--- src/rtl/pipeline_pkg.sv ---
// Shared pipeline definitions: PC sequencer state encoding and fetch constants.
package pipeline_pkg;

  typedef enum logic [1:0] {
    S_FETCH = 2'd0,
    S_WAIT  = 2'd1,
    S_REDIR = 2'd2
  } seq_state_t;

  localparam int unsigned INST_BYTES       = 4;
  localparam logic [31:0] RESET_PC_DEFAULT = 32'h0000_0000;

endpackage

--- src/rtl/sat_counter.sv ---
// 32-bit event counter that sticks at all-ones instead of wrapping.
module sat_counter (
  input  logic        clock,
  input  logic        reset,
  input  logic        i_en,
  output logic [31:0] o_count
);

  logic [31:0] r_count;

  always_ff @(posedge clock or posedge reset) begin
    if (reset) begin
      r_count <= '0;
    end else if (i_en && (r_count != '1)) begin
      r_count <= r_count + 32'd1;
    end
  end

  assign o_count = r_count;

endmodule

--- src/rtl/pc_sequencer.sv ---
// Next-PC and stall/flush controller for the 5-stage pipeline.
// Define PC_SEQ_PERF_COUNTERS_EN to add stall_cycles/flush_events counters.
module pc_sequencer
  import pipeline_pkg::*;
#(
  parameter int unsigned       WIDTH    = 32,
  parameter logic [WIDTH-1:0]  RESET_PC = WIDTH'(RESET_PC_DEFAULT),
  parameter int unsigned       INC      = INST_BYTES
) (
  input  logic             clock,
  input  logic             reset,
  input  logic [WIDTH-1:0] pc,
  input  logic             imem_ready,
  input  logic             load_use_hazard,
  input  logic             branch_taken,
  input  logic [WIDTH-1:0] branch_target,
  input  logic             jump,
  input  logic [WIDTH-1:0] jump_target,
  output logic             imem_req,
  output logic [WIDTH-1:0] next_pc,
  output logic             pc_write,
  output logic             if_id_write,
  output logic             if_id_flush,
  output logic             id_ex_flush
`ifdef PC_SEQ_PERF_COUNTERS_EN
  ,
  output logic [31:0]      stall_cycles,
  output logic [31:0]      flush_events
`endif
);

  seq_state_t       r_state;
  seq_state_t       w_state_nxt;
  logic [WIDTH-1:0] r_pend_target;
  logic [WIDTH-1:0] w_pend_nxt;
  logic             w_redirect;
  logic [WIDTH-1:0] w_tgt;
  logic [WIDTH-1:0] w_seq;

  assign w_redirect = jump | branch_taken;
  assign w_tgt      = jump ? jump_target : branch_target;
  assign w_seq      = pc + WIDTH'(INC);

  always_ff @(posedge clock or posedge reset) begin
    if (reset) begin
      r_state       <= S_FETCH;
      r_pend_target <= '0;
    end else begin
      r_state       <= w_state_nxt;
      r_pend_target <= w_pend_nxt;
    end
  end

  always_comb begin
    w_state_nxt = r_state;
    w_pend_nxt  = r_pend_target;
    imem_req    = 1'b1;
    next_pc     = w_seq;
    pc_write    = 1'b0;
    if_id_write = 1'b0;
    if_id_flush = 1'b0;
    id_ex_flush = 1'b0;

    if (reset) begin
      imem_req    = 1'b0;
      next_pc     = RESET_PC;
      if_id_flush = 1'b1;
      id_ex_flush = 1'b1;
      w_state_nxt = S_FETCH;
    end else begin
      case (r_state)
        S_FETCH, S_WAIT: begin
          if (load_use_hazard) begin
            // Hold PC and IF/ID; the branch in ID re-resolves once the stall clears.
            id_ex_flush = 1'b1;
            w_state_nxt = imem_ready ? S_FETCH : S_WAIT;
          end else if (w_redirect) begin
            if_id_flush = 1'b1;
            if (imem_ready) begin
              next_pc     = w_tgt;
              pc_write    = 1'b1;
              if_id_write = 1'b1;
              w_state_nxt = S_FETCH;
            end else begin
              w_pend_nxt  = w_tgt;
              w_state_nxt = S_REDIR;
            end
          end else if (imem_ready) begin
            pc_write    = 1'b1;
            if_id_write = 1'b1;
            w_state_nxt = S_FETCH;
          end else begin
            if_id_write = 1'b1;
            if_id_flush = 1'b1;
            w_state_nxt = S_WAIT;
          end
        end
        S_REDIR: begin
          // Wrong-path word is still in flight; discard it and then take the latched target.
          if_id_flush = 1'b1;
          if (imem_ready) begin
            next_pc     = r_pend_target;
            pc_write    = 1'b1;
            w_state_nxt = S_FETCH;
          end
        end
        default: begin
          w_state_nxt = S_FETCH;
        end
      endcase
    end
  end

`ifdef PC_SEQ_PERF_COUNTERS_EN
  logic w_stall_evt;
  logic w_flush_evt;

  assign w_stall_evt = ~pc_write & ~reset;
  // One event per redirect decision; S_REDIR hold cycles are not recounted.
  assign w_flush_evt = ~reset & (r_state != S_REDIR) & ~load_use_hazard & w_redirect;

  sat_counter u_stall_cnt (
    .clock   (clock),
    .reset   (reset),
    .i_en    (w_stall_evt),
    .o_count (stall_cycles)
  );

  sat_counter u_flush_cnt (
    .clock   (clock),
    .reset   (reset),
    .i_en    (w_flush_evt),
    .o_count (flush_events)
  );
`endif

endmodule
--- config.mk ---
export PLATFORM = sky130hd
export DESIGN_NAME = pc_sequencer
export DESIGN_NICKNAME = d
export VERILOG_FILES = /design/src/rtl/pipeline_pkg.sv /design/src/rtl/sat_counter.sv /design/src/rtl/pc_sequencer.sv
export SDC_FILE = /design/constraint.sdc
export NUM_CORES = 1
export LEC_CHECK = 0
export CAP_MARGIN = 40
export CORE_UTILIZATION = 28
export CTS_BUF_LIST = sky130_fd_sc_hd__clkbuf_8
export DETAILED_ROUTE_END_ITERATION = 7
export GPL_ROUTABILITY_DRIVEN = 0
export PLACE_DENSITY = 0.65
export SYNTH_ARGS = -nofsm -noshare
export SYNTH_HDL_FRONTEND = slang
export SYNTH_HIERARCHICAL = 1
export SYNTH_SLANG_ARGS = --single-unit
--- constraint.sdc ---
create_clock -name clock -period 4.3 [get_ports clock]
set_input_delay 1.075 -clock clock [delete_from_list [all_inputs] [get_ports clock]]
set_output_delay 1.075 -clock clock [all_outputs]
set_load 0.01 [all_outputs]
Yosys cells after proc, flatten, opt, wreduce, memory -nomap -nowiden:

Cells that the tools add are included.

* flip-flop bits (word level): 34
* bits of input ports: 102
* output and inout port bits: 37

* $add $sub $neg: 1
* eq/ne operators: 3
* muxes and demuxes: 31
* bitwise gates (word level): 4
* reductions and logical operators: 3

Operator list (number)
* $mux W32: 6
* $pmux W32 S2: 1
* $add A32 B3 Y32 const B: 1
* $mux W1: 16
* $mux W2: 5
* $reduce_and A5 Y1: 1
* $pmux W1 S2: 2
* $pmux W2 S2: 1
* $ne A3 B3 Y1 const B: 1
* $not A1 Y1: 3
* $eq A2 B1 Y1 const B: 1
* $eq A2 B2 Y1 const B: 1
* $logic_not A2 Y1: 1
* $reduce_or A2 Y1: 1
* $or A1 B1 Y1: 1

Longest topological paths before layout:

* word-level depth: 6
* mapped depth: 6
* depth with buffers taken out: 5

Worst setup path after synthesis:

Ideal clock, no wire load.

* path type: input-to-output
* from: input port reset
* to: output port next_pc[23]
* arrival time: 3276 ps
* required time: 3225 ps
* setup slack: -51 ps
* cell stages on the path: 5
* cells stage by stage: inv_1 > clkbuf_1 > clkbuf_1 > o221ai_1 > a31oi_1

* longest elaborated chain between the ends: 1

RTL lines
* start: declaration: line pc_sequencer.sv:11 `input logic reset,`
* $mux W32: line pc_sequencer.sv:64 `if (reset) begin`
* end: declaration: line pc_sequencer.sv:20 `output logic [WIDTH-1:0] next_pc,`

Every way passes these cells.

Worst setup path after layout:

* from: input port pc[13]
* to: output port next_pc[30]

* longest elaborated chain between the ends: 6

RTL lines
* start: declaration: line pc_sequencer.sv:12 `input logic [WIDTH-1:0] pc,`
* $add A32 B3 Y32 (*): line pc_sequencer.sv:42 `assign w_seq = pc + WIDTH'(INC);`
* $mux W32: line pc_sequencer.sv:79 `if (imem_ready) begin`
* $mux W32: line pc_sequencer.sv:77 `end else if (w_redirect) begin`
* $mux W32: line pc_sequencer.sv:73 `if (load_use_hazard) begin`
* $pmux W32 S2 (*): line pc_sequencer.sv:71 `case (r_state)`
* $mux W32 (*): line pc_sequencer.sv:64

Every way passes the cells marked *; elsewhere a longest branch is shown, timed or not.

==> results_dict.tcl <==
set metrics [dict create \
    status "completed" \
    criticalPathCategory "input pin to output port" \
    irDropWorstVdd_v 0.000108 \
    clkSlewWorstSetupHoldPaths_ps 70 \
    synth_edf_count 0 \
    core-area_um2 10400 \
    grt_pass1_vias 3450 \
    diodes 0 \
    rows 37 \
    overflow 0 \
    top_usage_layer "met2" \
    cts_buffers 5 \
    synthTopCellsByArea "dfrtp_1 28%, mux2i_1 8.2%, mux2_2 7.4%, a221oi_1 4.0%, a21oi_1 4.0%" \
    synth_area_um2 3030 \
    drcViolationCount 0 \
    max_freq_mhz 237 \
    vias 3616 \
    fp.dieH_um 106 \
    cts_tree "built" \
    placed_area_um2 4990 \
    grt_use_met3_pct 4.17 \
    finalWirelength_mm 10.6 \
    min_period_over_period_pct 98.3 \
    fin_skew_ps 5.63 \
    htree_levels 2 \
    post-route-util_pct 49.2 \
    firstDrtPassIters 5 \
    power_leakage_uw 0.00214 \
    postSynth.asyncResetShare_pct 100 \
    grt_use_met2_pct 32.3 \
    ff2ff_path_depth 4 \
    cts_root_buf "clkbuf_8" \
    clkSinkCount 34 \
    place_inst 665 \
    clk_latency_ps 290 \
    ys.warnings.count 6 \
    wl_per_cell_um 15.7 \
    antenna_found_initial 0 \
    chipWidth_um 106 \
    portBuffers 138 \
    postRouteAntennaNets 0 \
    regToRegSetupSlack_ps 2380 \
    clk_path_buf_depth 2 \
    yosysTopAreaCell "dfrtp_1" \
    yosysSeqAreaShare_pct 28.0 \
    yosys.area.top_type_share_pct 28.0 \
    rsz0062_at_grt "false" \
    powerDensity_nw_per_um2 218 \
    start_kind "input pin" \
    slew_headroom_pct 62.8 \
    num_io_pins 139 \
    design_area_um2 5120 \
    fin_setup_tns_ps 0 \
    drive_gt1_share_pct 22.5 \
    final_max_slew_viol_count 0 \
    finalSetupViolations 0 \
    crit_arrival_ps 3150 \
    fillerInstances 995 \
    max-cap-violations 0 \
    hold_viol 0 \
    min_path_type "flop to flop" \
    grt_max_degree 47 \
    start_util_pct 29.1 \
    dpl.hpwl_mm 8.19 \
    worst_pin_slew_ps 557 \
    area_delta_synth_final_pct 68.9 \
    syn_inst 357 \
    synth_cell_types 55 \
    end_kind "output port" \
    die_area_um2 11300 \
    syn_avg_cell_area_um2 8.50 \
    synth_most_common_cell "dfrtp_1" \
    yosys-top-cells-count "34 x dfrtp_1, 31 x nor2_1, 25 x mux2i_1" \
    worst_ep_required_time_ps 3220 \
    hold_depth 1 \
    nNetsFinal 642 \
    vias_per_cell 5.36 \
    instances_no_fill 674 \
    synth_flop_cell "dfrtp_1" \
    met1_usage_pct 23.4 \
    drtIter0Drc 186 \
    critPathMaxFanout 8 \
    syn_nets 460 \
    min_period_ps 4230 \
    synth-seq-cells 34 \
    grt_pass1_wl_mm 16.6 \
    track_usage_pct 18.5 \
]
[power by group]
group / leakage (µW) / internal (µW) / switching, µW
clock: 0.0000431 / 124 / 117
sequential: 0.000389 / 392 / 42.6
combinational: 0.00171 / 250 / 192
total: 0.00214 / 766 / 353
[layout make-up]
type                    instances  area, µm²  share of cell area, %
multi-input cells             284       2080                   40.7
repair buffers                204       1900                   37.0
flip-flops and latches         34        851                   16.6
well taps                     136        170                   3.32
clock buffers                   6       82.6                   1.61
inverters                      10       37.5                  0.733
[worst max-delay path, stage by stage]
cell,delay [ps]
clkdlybuf4s50_1,500
nand4_2,110
or4_4,630
or4b_1,490
a31oi_1,180
buf_2,160
[metrics by stage]
stage | worst slack, ps | hold slack [ps] | total power [µW]
floorplan | 594 | 481 | 637
global placement | -477 | 493 | 882
detailed placement | -462 | 499 | 894
CTS | -21.0 | 515 | 1130
global route | 1.06 | 530 | 1190
finish | 71.9 | 516 | 1120
[logic make-up after synthesis]
family / Yosys count / share of synthesized area (%)
AO/OA/AOI/OAI: 118 / 26.4
AND/OR/NAND/NOR: 107 / 20.3
multiplexers: 45 / 15.7
buffers and inverters: 39 / 5.44
flip-flops: 34 / 28.0
XOR/XNOR: 13 / 3.75
adder cells (fa/ha/maj): 1 / 0.412
[registers in the layout, indices dropped and copies added, names as in the netlist]
register       flops
r_state            2
r_pend_target     32
[path summary, 6_finish.rpt]
path | end | startpoint
min reg2reg | r_pend_target[23] | r_pend_target[23]
max in group asynchronous | r_pend_target[2] | reset
max reg2reg | r_pend_target[20] | r_state[1]
min | r_pend_target[23] | r_pend_target[23]
min in group asynchronous | r_pend_target[31] | reset
max | next_pc[30] | pc[13]
[layer usage]
metal | routed length (µm) | vias up | share of wire (%)
met5 | 0 | - | 0
met4 | 59 | 0 | 0.56
met3 | 667 | 8 | 6.3
met2 | 5220 | 114 | 49
met1 | 4660 | 1737 | 44
li1 | - | 1757 | -
[layout by cell type, fill, tap and decap left out, types with 8 or more instances in the layout]
| master | synthesis | layout |
|---|---|---|
| clkdlybuf4s50_1 | 0 | 102 |
| inv_1 | 10 | 9 |
| buf_4 | 0 | 61 |
| a21oi_1 | 24 | 24 |
| a221oi_1 | 14 | 14 |
| nand3_1 | 11 | 9 |
| or3_1 | 8 | 8 |
| buf_2 | 9 | 8 |
| o21ai_0 | 23 | 22 |
| nand4_1 | 10 | 10 |
| dlygate4sd2_1 | 0 | 19 |
| a31oi_1 | 14 | 14 |
| o221ai_1 | 10 | 10 |
| dlymetal6s2s_1 | 0 | 9 |
| nand2_1 | 11 | 11 |
| nor2_1 | 31 | 31 |
| xnor2_1 | 8 | 8 |
| dfrtp_1 | 34 | 34 |
| a211oi_1 | 8 | 8 |
| mux2i_1 | 25 | 25 |
| mux2_2 | 20 | 20 |
[repair_timing]
item                                    CTS  global route
pin swaps                                10             6
gates resized for setup                  58            14
endpoints found under the setup margin   28             9
setup buffers                             4             0
hold buffers                              0             0
No activity file was read; power rests on OpenSTA's default activity.
